[config.mk]
export PLATFORM = sky130hd
export DESIGN_NAME = serialiser_ctrl
export DESIGN_NICKNAME = d
export VERILOG_FILES = /design/src/rtl/serialiser_ctrl_pkg.sv /design/src/rtl/serialiser_ctrl.sv
export SDC_FILE = /design/constraint.sdc
export NUM_CORES = 1
export LEC_CHECK = 0
export ABC_AREA = 1
export ABC_CLOCK_PERIOD_IN_PS = 3900
export CORE_ASPECT_RATIO = 0.7
export CORE_MARGIN = 2
export CORE_UTILIZATION = 35
export CTS_CLUSTER_SIZE = 24
export DETAILED_ROUTE_END_ITERATION = 12
export PLACE_DENSITY_LB_ADDON = 0.05
export SYNTH_ARGS = -nofsm -noshare
export SYNTH_HDL_FRONTEND = slang
export SYNTH_SLANG_ARGS = --single-unit
export TNS_END_PERCENT = 5
[constraint.sdc]
create_clock -name clk -period 3.9 [get_ports clk]
set_input_delay 0.975 -clock clk [delete_from_list [all_inputs] [get_ports clk]]
set_output_delay 0.975 -clock clk [all_outputs]
set_load 0.02 [all_outputs]
[src/rtl/serialiser_ctrl_pkg.sv]
// -----------------------------------------------------------------------------
// serialiser_ctrl_pkg
//   Shared constants and state encoding for the 5x5-window-to-column serialiser.
//   Used by the serialiser controller, serialiser datapath instantiations and
//   the cumulative-sum controller.
//   Contents:
//     COLS      columns per window (select runs 0..COLS-1)
//     SEL_W     width of the datapath column select
//     IDLE_SEL  select code meaning "no column" (datapath outputs 0)
//     state_t   controller state encoding (IDLE / ARMED / RUN)
// -----------------------------------------------------------------------------
package serialiser_ctrl_pkg;

    localparam int COLS  = 5;
    localparam int SEL_W = 3;

    localparam logic [SEL_W-1:0] IDLE_SEL = 3'd7;

    typedef enum logic [1:0] {
        ST_IDLE  = 2'd0,
        ST_ARMED = 2'd1,
        ST_RUN   = 2'd2
    } state_t;

endpackage

[src/rtl/serialiser_ctrl.sv]
// -----------------------------------------------------------------------------
// serialiser_ctrl
//   Sequences the serialiser datapath: accepts one 5x5 window per handshake and
//   steps the column select 0..COLS-1 on consecutive cycles. Flags each valid
//   column, the last column of each window and the end of a frame.
//   Parameters:
//     FRAME_WINDOWS  windows per frame (>= 1)
//     WCNT_W         window counter width (2**WCNT_W > FRAME_WINDOWS)
//   Ports:
//     clk, rst       clock (rising edge), asynchronous active-high reset
//     i_start        pulse: arm a new frame, aborting any frame in progress
//     i_valid        upstream window present this cycle
//     o_ready        controller accepts a window this cycle
//     o_select       datapath column select (IDLE_SEL when no column)
//     o_col_valid    o_select addresses a real column
//     o_win_last     current column is the last column of its window
//     o_frame_done   1-cycle pulse after the last column of the frame
//     o_busy         a frame is armed (ARMED or RUN)
//     i_clr_err      clears o_overrun
//     o_overrun      sticky: window offered while not ready during a frame
// -----------------------------------------------------------------------------
module serialiser_ctrl
    import serialiser_ctrl_pkg::*;
#(
    parameter int FRAME_WINDOWS = 16,
    parameter int WCNT_W        = 16
) (
    input  logic             clk,
    input  logic             rst,
    input  logic             i_start,
    input  logic             i_valid,
    output logic             o_ready,
    output logic [SEL_W-1:0] o_select,
    output logic             o_col_valid,
    output logic             o_win_last,
    output logic             o_frame_done,
    output logic             o_busy,
    input  logic             i_clr_err,
    output logic             o_overrun
);

    localparam logic [SEL_W-1:0]  LAST_COL = SEL_W'(COLS - 1);
    localparam logic [WCNT_W-1:0] LAST_WIN = WCNT_W'(FRAME_WINDOWS - 1);
    localparam logic [WCNT_W-1:0] MAX_WIN  = WCNT_W'(FRAME_WINDOWS);

    state_t            state;
    logic [SEL_W-1:0]  col;
    logic [WCNT_W-1:0] wcnt;
    logic              frame_done_q;
    logic              overrun_q;

    logic ready;
    logic accept;
    logic armed_or_run;

    // A window is only taken from ARMED. The controller drops back to ARMED
    // in the cycle after the last column, so the next window lands there with
    // zero bubble while column COLS-1 keeps its own cycle.
    assign ready        = (state == ST_ARMED) && !i_start;
    assign accept       = i_valid && ready;
    assign armed_or_run = (state != ST_IDLE);

    // Column 0 is issued in the accept cycle itself so the datapath can use
    // the live window inputs; the remaining columns come from the col register.
    // i_start drops the in-flight window immediately.
    always_comb begin
        o_select    = IDLE_SEL;
        o_col_valid = 1'b0;
        o_win_last  = 1'b0;
        if (!i_start) begin
            if (accept) begin
                o_select    = '0;
                o_col_valid = 1'b1;
                o_win_last  = (LAST_COL == '0);
            end else if (state == ST_RUN) begin
                o_select    = col;
                o_col_valid = 1'b1;
                o_win_last  = (col == LAST_COL);
            end
        end
    end

    // State register, column/window counters and the registered flags.
    // wcnt counts completed windows in the frame; when the last column of
    // window FRAME_WINDOWS issues the frame ends and wcnt is cleared.
    always_ff @(posedge clk or posedge rst) begin
        if (rst) begin
            state        <= ST_IDLE;
            col          <= '0;
            wcnt         <= '0;
            frame_done_q <= 1'b0;
            overrun_q    <= 1'b0;
        end else begin
            frame_done_q <= 1'b0;

            // Set takes priority over clear.
            if (i_valid && !ready && armed_or_run) begin
                overrun_q <= 1'b1;
            end else if (i_clr_err) begin
                overrun_q <= 1'b0;
            end

            if (i_start) begin
                state <= ST_ARMED;
                col   <= '0;
                wcnt  <= '0;
            end else begin
                case (state)
                    ST_IDLE: begin
                        col  <= '0;
                        wcnt <= '0;
                    end
                    ST_ARMED: begin
                        if (accept) begin
                            state <= ST_RUN;
                            col   <= SEL_W'(1);
                        end
                    end
                    ST_RUN: begin
                        if (col == LAST_COL) begin
                            col <= '0;
                            if (wcnt == LAST_WIN) begin
                                state        <= ST_IDLE;
                                wcnt         <= '0;
                                frame_done_q <= 1'b1;
                            end else begin
                                state <= ST_ARMED;
                                if (wcnt != MAX_WIN) begin
                                    wcnt <= wcnt + WCNT_W'(1);
                                end
                            end
                        end else begin
                            col <= col + SEL_W'(1);
                        end
                    end
                    default: begin
                        state <= ST_IDLE;
                        col   <= '0;
                        wcnt  <= '0;
                    end
                endcase
            end
        end
    end

    assign o_ready      = ready;
    assign o_busy       = armed_or_run;
    assign o_frame_done = frame_done_q;
    assign o_overrun    = overrun_q;

endmodule

# --- After elaboration in Yosys (flattened, before gate mapping) ---
# Cells that the tools add are included.
op_classes:
  n_addsub: 2
  n_mux: 29
  n_reduce_logical: 11
  n_eq_ne: 10
ops:
  columns: ["cell", "n"]
  rows:
  - ["$mux 16", 4]
  - ["$pmux 16 s2", 1]
  - ["$mux 3", 6]
  - ["$add 16x1->16 const B", 1]
  - ["$eq 16x4->1 const B", 1]
  - ["$ne 16x5->1 const B", 1]
  - ["$mux 1", 13]
  - ["$mux 2", 3]
  - ["$pmux 2 s3", 1]
  - ["$pmux 3 s2", 1]
  - ["$reduce_and 3->1", 2]
  - ["$logic_and 1x1->1", 4]
  - ["$ne 2x2->1 const B", 2]
  - ["$ne 4x2->1 const B", 1]
  - ["$reduce_bool 2->1", 2]
  - ["$add 3x1->3 const B", 1]
  - ["$eq 3x3->1 const B", 1]
  - ["$ne 3x2->1 const B", 1]
  - ["$ne 3x3->1 const B", 1]
  - ["$eq 2x1->1 const B", 1]
  - ["$eq 2x2->1 const B", 1]
  - ["$logic_not 1->1", 2]
  - ["$logic_not 2->1", 1]
totals:
  word_cells: 57
  inputBits: 5
  out_inout_bits: 9
  ff_bits: 23

# --- Logic depth before layout (Yosys ltp) ---
# Gate-level depths: netlist of run 1.
depth:
  depth_word: 6
  depth_mapped: 11
  depth_no_buf: 10

# --- Worst setup path after synthesis of run 1 ---
# Ideal clock, no wire load.
synth_timing:
  path_type: "input-to-output"
  from: "input port i_start"
  to: "output port o_select[0]"
  cell_stages: 6
  n_path_buf: 0
  required_time_ns: 2.925
  slack_ns: 1.145
  arrival_time_ns: 1.780
  cell_sequence: "nor2_2 -> clkinv_1 -> nor2_1 -> inv_1 -> o21ai_0 -> inv_1"
synth_via:
  elab_chain_len: 5
synth_rtl:
  columns: ["element", "line_no", "rtl"]
  rows:
  - ["from (decl)", "serialiser_ctrl.sv:30", "input logic i_start,"]
  - ["$logic_not 1->1", null, null]
  - ["$logic_and 1x1->1", "serialiser_ctrl.sv:59", "assign ready = (state == ST_ARMED) && !i_start;"]
  - ["$logic_and 1x1->1", "serialiser_ctrl.sv:60", "assign accept = i_valid && ready;"]
  - ["$mux 3", "serialiser_ctrl.sv:71", "if (accept) begin"]
  - ["$mux 3 *", "serialiser_ctrl.sv:70", "if (!i_start) begin"]
  - ["to (decl)", "serialiser_ctrl.sv:33", "output logic [SEL_W-1:0] o_select,"]
# Mark *: on every way between the ends. The rest lies on a longest branch, timed or not.

# --- Worst setup path after layout of run 1 ---
# Same ends and word-level chain as after synthesis.

==> results_dict.tcl, run 1 <==
set metrics [dict create \
    outcome "finished clean" \
    max_slew_margin_pct 36.28 \
    crit_chain "clkdlybuf4s50_1 > nor2_2 > clkinv_1 > nor2_1 > inv_1 > o21ai_0 > inv_1 > clkdlybuf4s50_1" \
    crit_arrival_ns 2.63 \
    wl_per_cell_um 12.05 \
    start_util_pct 36.91 \
    hp-class "register to register" \
    num_rows 20 \
    p_leak_nw 0.8772 \
    slew_viol_final 0 \
    final_cell_mix "nand2_1, nor2_1, inv_1, dfrtp_1, nand3_1" \
    fin_skew_ns 0.006614 \
    yosysWarningCount 0 \
    critPathSlowestCell "clkdlybuf4s50_1" \
    synth_cells 238 \
    wl_um 3688 \
    muxShareOfSynthArea_pct 0 \
    clk_pin_slew_ns 0.08 \
    placedCellCount 302 \
    peakVddDrop_mv 0.2121 \
    antenna_found_initial 0 \
    synth_cell_type_count 24 \
    synthAdderAreaFrac_pct 6.966 \
    cts_sinks 23 \
    syn_to_final_growth_pct 12.93 \
    vias_per_cell 4.575 \
    worstPathMaxFanout 4 \
    fillCellCount 467 \
    cts_resized 0 \
    drt-initial-drc-count 69 \
    p_per_area_nw_per_um2 395.5 \
    synth_xor_area_share_pct 3.793 \
    crit_buf_inv 5 \
    dieArea_um2 5187 \
    grt_pass1_vias 1282 \
    critical_path_class "input pin to output port" \
    crit_start "i_start" \
    synth_area_leader_cell "dfrtp_1" \
    hold_viol_final 0 \
    synth_compound_gate_area_share_pct 5.263 \
    fmax_mhz 277.4 \
    cpPeakStageDelay_ns 0.53 \
    grt_pass1_wl_um 6527 \
    rsz0062_at_grt "no" \
    post_cts_buffers 0 \
    root_buffer "clkbuf_8" \
    clock_path_buffers 2 \
    yosys.area_share.simple_pct 38.62 \
    grt_max_degree 24 \
    synth.top_cells.by_area "dfrtp_1, nand2_1, nor2_1" \
    cp-start-kind "input pin" \
    setup_tns_ns 0 \
    track_usage_pct 16.36 \
    dieHeight_um 60.86 \
    end_kind "output port" \
    die_x_um 85.23 \
    insertion_delay_ns 0.27 \
    dpl.hpwl_um 2754 \
    synth-seq-cells 23 \
    crit_family "buffers and inverters" \
    cts-buffers-inserted 3 \
    vias 1400 \
    core-area_um2 4379 \
    netlist.area_leader.share_pct 35.60 \
    r2r_start "wcnt[1]" \
    antenna_cells 0 \
    portBuffers 13 \
    worst_slew_pin_slew_ns 0.9547 \
    firstDrtPassIters 4 \
    seq_area_frac_synth_pct 35.60 \
    min_period_ns 3.605 \
    syn-cell-area_um2 1617 \
    layout_commonest_cell "nand2_1" \
    drive_above_1_share_pct 5.578 \
    cap_violations 0 \
    pin_count 14 \
    synth_area_per_cell_um2 6.792 \
    instances_no_fill 306 \
    hp-start "state[1]" \
    setup_viol 0 \
    fin_crit_sh_pct 92.43 \
    nets 266 \
    gp_congestion 0.8673 \
    synth_top_family_by_area "simple AND/OR/NAND/NOR gates" \
    synth.net_count 252 \
    ant_nets 0 \
    holdBufCountCts 0 \
    cts_tree "built" \
    crit_required_ns 2.92 \
    grt-ovfl-total 0 \
    drc 0 \
    ctsHtreeMaxLevel 1 \
]
[cells in the mapped netlist]
cell,instances
nand2_1,71
nor2_1,44
inv_1,27
dfrtp_1,23
nand3_1,21
ha_1,9
o21ai_0,9
nand4_1,5
nor2_2,4
xor2_1,4
a21oi_1,3
xnor2_1,3
buf_4,2
buf_6,2
nand2_2,2
a22oi_1,1
buf_2,1
clkinv_1,1
inv_2,1
inv_4,1
nand3b_1,1
nor2_4,1
o21ai_2,1
o32ai_1,1
[stage by stage]
stage	worst slack, ns	power, mW	instance area [µm²]	utilization [%]	hold slack, ns
3_3_place_gp	0.3236	0.5773	1780	40.66	0.5057
6_report	0.2952	0.7221	1826	41.69	0.5289
4_1_cts	0.2974	0.7341	1826	41.69	0.5357
2_1_floorplan	1.145	0.4804	1617	-	0.4744
3_5_place_dp	0.3108	0.5763	1780	40.66	0.5136
5_1_grt	0.09173	0.7806	1826	41.69	0.5758
[area by class of cell]
cell class	instances	area [µm²]	share of cell area (%)
multi-input combinational	180	883.3	48.39
sequential	23	575.6	31.53
timing repair buffer	14	137.6	7.539
inverter	30	115.1	6.306
tap	55	68.82	3.770
clock buffer	4	45.04	2.467
[report_power, final]
group	leakage (nW)	internal, mW	switching (mW)	total [mW]
clock	0.0228	0.0731	0.0797	0.153
combinational	0.539	0.103	0.195	0.298
sequential	0.315	0.257	0.0139	0.271
total	0.877	0.433	0.289	0.722
[state kept, by name (all words and copies together), names as in the netlist]
name          flops
o_frame_done      1
state             2
o_overrun         1
col               3
wcnt             16
[routing by layer]
| metal | part of all wire (%) | GRT usage, % |
|---|---|---|
| met5 | 0 | 0 |
| met4 | 0 | 2.041 |
| met3 | 4.2 | 3.673 |
| met2 | 35 | 21.88 |
| met1 | 60 | 26.72 |
[path summary, 6_finish.rpt]
check,to,slack [ns],cells after the start
hold reg to reg,state[1],0.53,2
setup reg to reg,wcnt[2],1.94,8
setup / recovery,o_select[0],0.30,8
min in group asynchronous,state[0],1.22,2
hold / removal,state[1],0.53,2
max in group asynchronous,wcnt[11],2.09,2
[cells by family after synthesis]
logic type,Yosys count
AOI/OAI and AO/OA,15
xor gates and xnor gates,7
adders and majority gates,9
buffers and inverters,35
DFF,23
and+or+nand+nor,149
[worst reg2reg max path, delay by kind of cell (launching register included)]
kind | cells | cell delay [ns]
buffers and inverters | 1 | 0.25
flip-flops | 1 | 0.44
adder cells (fa/ha/maj) | 1 | 0.25
AND/OR/NAND/NOR | 6 | 0.91
Power figures use the tool's default switching activity.
==> inputs of run 2 (changes only) <==
--- a/config.mk
+++ b/config.mk
@@ -10,10 +10,11 @@
 export CORE_ASPECT_RATIO = 0.7
 export CORE_MARGIN = 2
 export CORE_UTILIZATION = 35
+export CTS_CLUSTER_DIAMETER = 200
 export CTS_CLUSTER_SIZE = 24
 export DETAILED_ROUTE_END_ITERATION = 12
 export PLACE_DENSITY_LB_ADDON = 0.05
 export SYNTH_ARGS = -nofsm -noshare
 export SYNTH_HDL_FRONTEND = slang
 export SYNTH_SLANG_ARGS = --single-unit
-export TNS_END_PERCENT = 5
+export TNS_END_PERCENT = 1
==> results of run 2 <==
Final layout, timing and power as in run 1 (identical DEF).
==> inputs of run 3 (changes only) <==
--- a/config.mk
+++ b/config.mk
@@ -5,8 +5,8 @@
 export SDC_FILE = /design/constraint.sdc
 export NUM_CORES = 1
 export LEC_CHECK = 0
-export ABC_AREA = 1
 export ABC_CLOCK_PERIOD_IN_PS = 3900
+export CAP_MARGIN = 40
 export CORE_ASPECT_RATIO = 0.7
 export CORE_MARGIN = 2
 export CORE_UTILIZATION = 35
==> run 3 against run 2 <==
  * Synthesized cell count fell by 27%
  * Count of clock-buffer cells in the layout did not move
  * First-iteration DRC count rose by 72%
  * Largest power group is now sequential cells
  * Critical endpoint is now o_select[1]
  * Sequential share of layout area rose by 0.24 points
  * Power fell by 26%
  * Critical path type unchanged
==> results_dict.tcl, run 3 <==
set metrics [dict create \
    slew_viol_final 0 \
    synth_cell_type_count 42 \
    critical_path_class "input pin to output port" \
    start_util_pct 36.13 \
    clockPowerShare_pct 27.6 \
    nets 204 \
    synth_cells 173 \
    power_switching_mw 0.1592 \
    synth-seq-cells 23 \
    p_leak_nw 0.7012 \
    antenna_cells 0 \
    rsz0062_at_grt "no" \
    crit_required_ns 2.92 \
    fillCellCount 436 \
    ant_nets 0 \
    synth_common_cells "dfrtp_1, nand2_1, inv_1, o21ai_0" \
    path_common_cell "clkdlybuf4s50_1" \
    post_cts_buffers 0 \
    clock_path_buffers 2 \
    drt-initial-drc-count 119 \
    dieHeight_um 59.77 \
    worst_slew_pin_slew_ns 0.5579 \
    grt-ovfl-total 0 \
    power.internal_mw 0.3744 \
    yosysWarningCount 0 \
    core-area_um2 4304 \
    fin_crit_sh_pct 94.04 \
    pwr-share-comb_pct 25.5 \
    synth-main-ff-cell "dfrtp_1" \
    cp-start-kind "input pin" \
    setup_tns_ns 0 \
    wl_per_cell_um 15.71 \
    track_usage_pct 17.27 \
    reg_top3 "wcnt: 16 flops, col: 3 flops, state: 2 flops" \
    min_period_ns 3.668 \
    wl_um 3833 \
    cpPeakStageDelay_ns 0.62 \
    pin_count 14 \
    crit_chain "clkdlybuf4s50_1 > and2b_1 > a22oi_1 > clkdlybuf4s50_1" \
    dieArea_um2 5001 \
    peakVddDrop_mv 0.2045 \
    vias_per_cell 5.557 \
    syn_to_final_growth_pct 16.49 \
    regMostFlops "wcnt" \
    grt_pass1_wl_um 6844 \
    drc 0 \
    num_rows 20 \
    die_x_um 83.68 \
    synth_area_per_cell_um2 8.990 \
    vias 1356 \
    seqPwrFrac_pct 46.9 \
    fmax_mhz 272.7 \
    grt_pass1_vias 1332 \
    syn-cell-area_um2 1555 \
    synth_area_leader_cell "dfrtp_1" \
    antenna_found_initial 0 \
    end_kind "output port" \
    hold_viol_final 0 \
    synth.net_count 187 \
    grt_max_degree 15 \
    synth.top_cells.by_area "dfrtp_1, ha_1, nand2_1" \
    outcome "finished clean" \
    cts_sinks 23 \
    critPathSlowestCell "clkdlybuf4s50_1" \
    portBuffers 13 \
    cts_resized 0 \
    ctsHtreeMaxLevel 1 \
    holdBufCountCts 0 \
    gp_congestion 0.8019 \
    switching_share_pct 29.83 \
    largest_reg_flops 16 \
    cts_tree "built" \
    final_cell_mix "dfrtp_1, nand2_1, inv_1, clkdlybuf4s50_1, o21ai_0" \
    fin_skew_ns 0.004261 \
    synthArstFlopShare_pct 100.0 \
    crit_arrival_ns 2.69 \
    setup_viol 0 \
    dpl.hpwl_um 2957 \
    seq_area_frac_synth_pct 37.01 \
    layout_commonest_cell "dfrtp_1" \
    synth.most_common_cell "dfrtp_1" \
    cap_violations 0 \
    netlist.area_leader.share_pct 37.01 \
    max_slew_margin_pct 62.81 \
    clk_pin_slew_ns 0.08 \
    hp-class "register to register" \
    cts-buffers-inserted 3 \
    insertion_delay_ns 0.26 \
    firstDrtPassIters 4 \
    worstPathMaxFanout 7 \
    root_buffer "clkbuf_8" \
    p_per_area_nw_per_um2 294.5 \
    final_util_pct 42.09 \
    drive_above_1_share_pct 11.11 \
    synth_edf_count 0 \
]
==> run 3: cell types whose count changed after synthesis, moves of 5 or more <==
cell | before | now
nor3_1 | 0 | 5
a31oi_1 | 0 | 5
inv_1 | 27 | 14
nand2b_1 | 0 | 5
nand3_1 | 21 | 9
nor2_1 | 44 | 5
nand2_1 | 71 | 22
==> run 3: worst paths after layout <==
| check | from | end | slack (ns) | depth (start not counted) |
|---|---|---|---|---|
| max | i_start | o_select[1] | 0.23 | 4 |
| min | o_overrun | o_overrun | 0.54 | 2 |
| max reg2reg | state[0] | wcnt[6] | 1.77 | 6 |
| min reg2reg | o_overrun | o_overrun | 0.54 | 2 |
| max in group asynchronous | rst | wcnt[2] | 2.41 | 3 |
| min in group asynchronous | rst | wcnt[13] | 1.04 | 2 |
==> run 3: final cells by class <==
cell class	count	area [µm²]	area share [%]
Clock buffer	4	45.04	2.486
Inverter	14	52.55	2.901
Multi-Input combinational cell	130	894.6	49.38
Sequential cell	23	575.6	31.77
Tap cell	55	68.82	3.798
Timing Repair Buffer	18	175.2	9.668
==> run 3: power by group through the flow <==
stage	Clock, mW	Sequential [mW]	Combinational (mW)
2_1_floorplan	0	0.256	0.0834
3_3_place_gp	0	0.254	0.132
3_5_place_dp	0	0.255	0.137
4_1_cts	0.157	0.250	0.138
5_1_grt	0.164	0.251	0.152
6_report	0.147	0.250	0.136
==> run 3: cell families after synthesis <==
kind of cell | count (synthesis) | synth area share [%]
AND/OR/NAND/NOR | 68 | 25.26
flip-flops | 23 | 37.01
adder cells (fa/ha/maj) | 9 | 7.241
buffers and inverters | 20 | 5.471
AO/OA/AOI/OAI | 53 | 25.02
==> run 3: worst max-delay path: cells and delay by family <==
| kind | cells | cell delay (ns) |
|---|---|---|
| AND/OR/NAND/NOR | 1 | 0.29 |
| buffers and inverters | 2 | 1.22 |
| AO/OA/AOI/OAI | 1 | 0.20 |
==> run 3: through the flow <==
stage | setup slack, ns | instance area, µm² | instances | total power [mW] | hold slack, ns
floorplan | 0.8071 | 1555 | 173 | 0.3397 | 0.4796
global placement | 0.2584 | 1744 | 238 | 0.3861 | 0.5114
detailed placement | 0.2318 | 1767 | 240 | 0.3919 | 0.5200
CTS | 0.2289 | 1812 | 244 | 0.5445 | 0.5434
global route | 0.1253 | 1812 | 244 | 0.5665 | 0.5692
finish | 0.2323 | 1812 | 244 | 0.5336 | 0.5368
==> run 3: layer usage <==
layer	vias up	wire, µm	track usage (%)
li1	672	-	-
met1	642	2058	26.97
met2	40	1525	24.34
met3	2	229	3.867
met4	0	19	3.226
met5	-	0	0
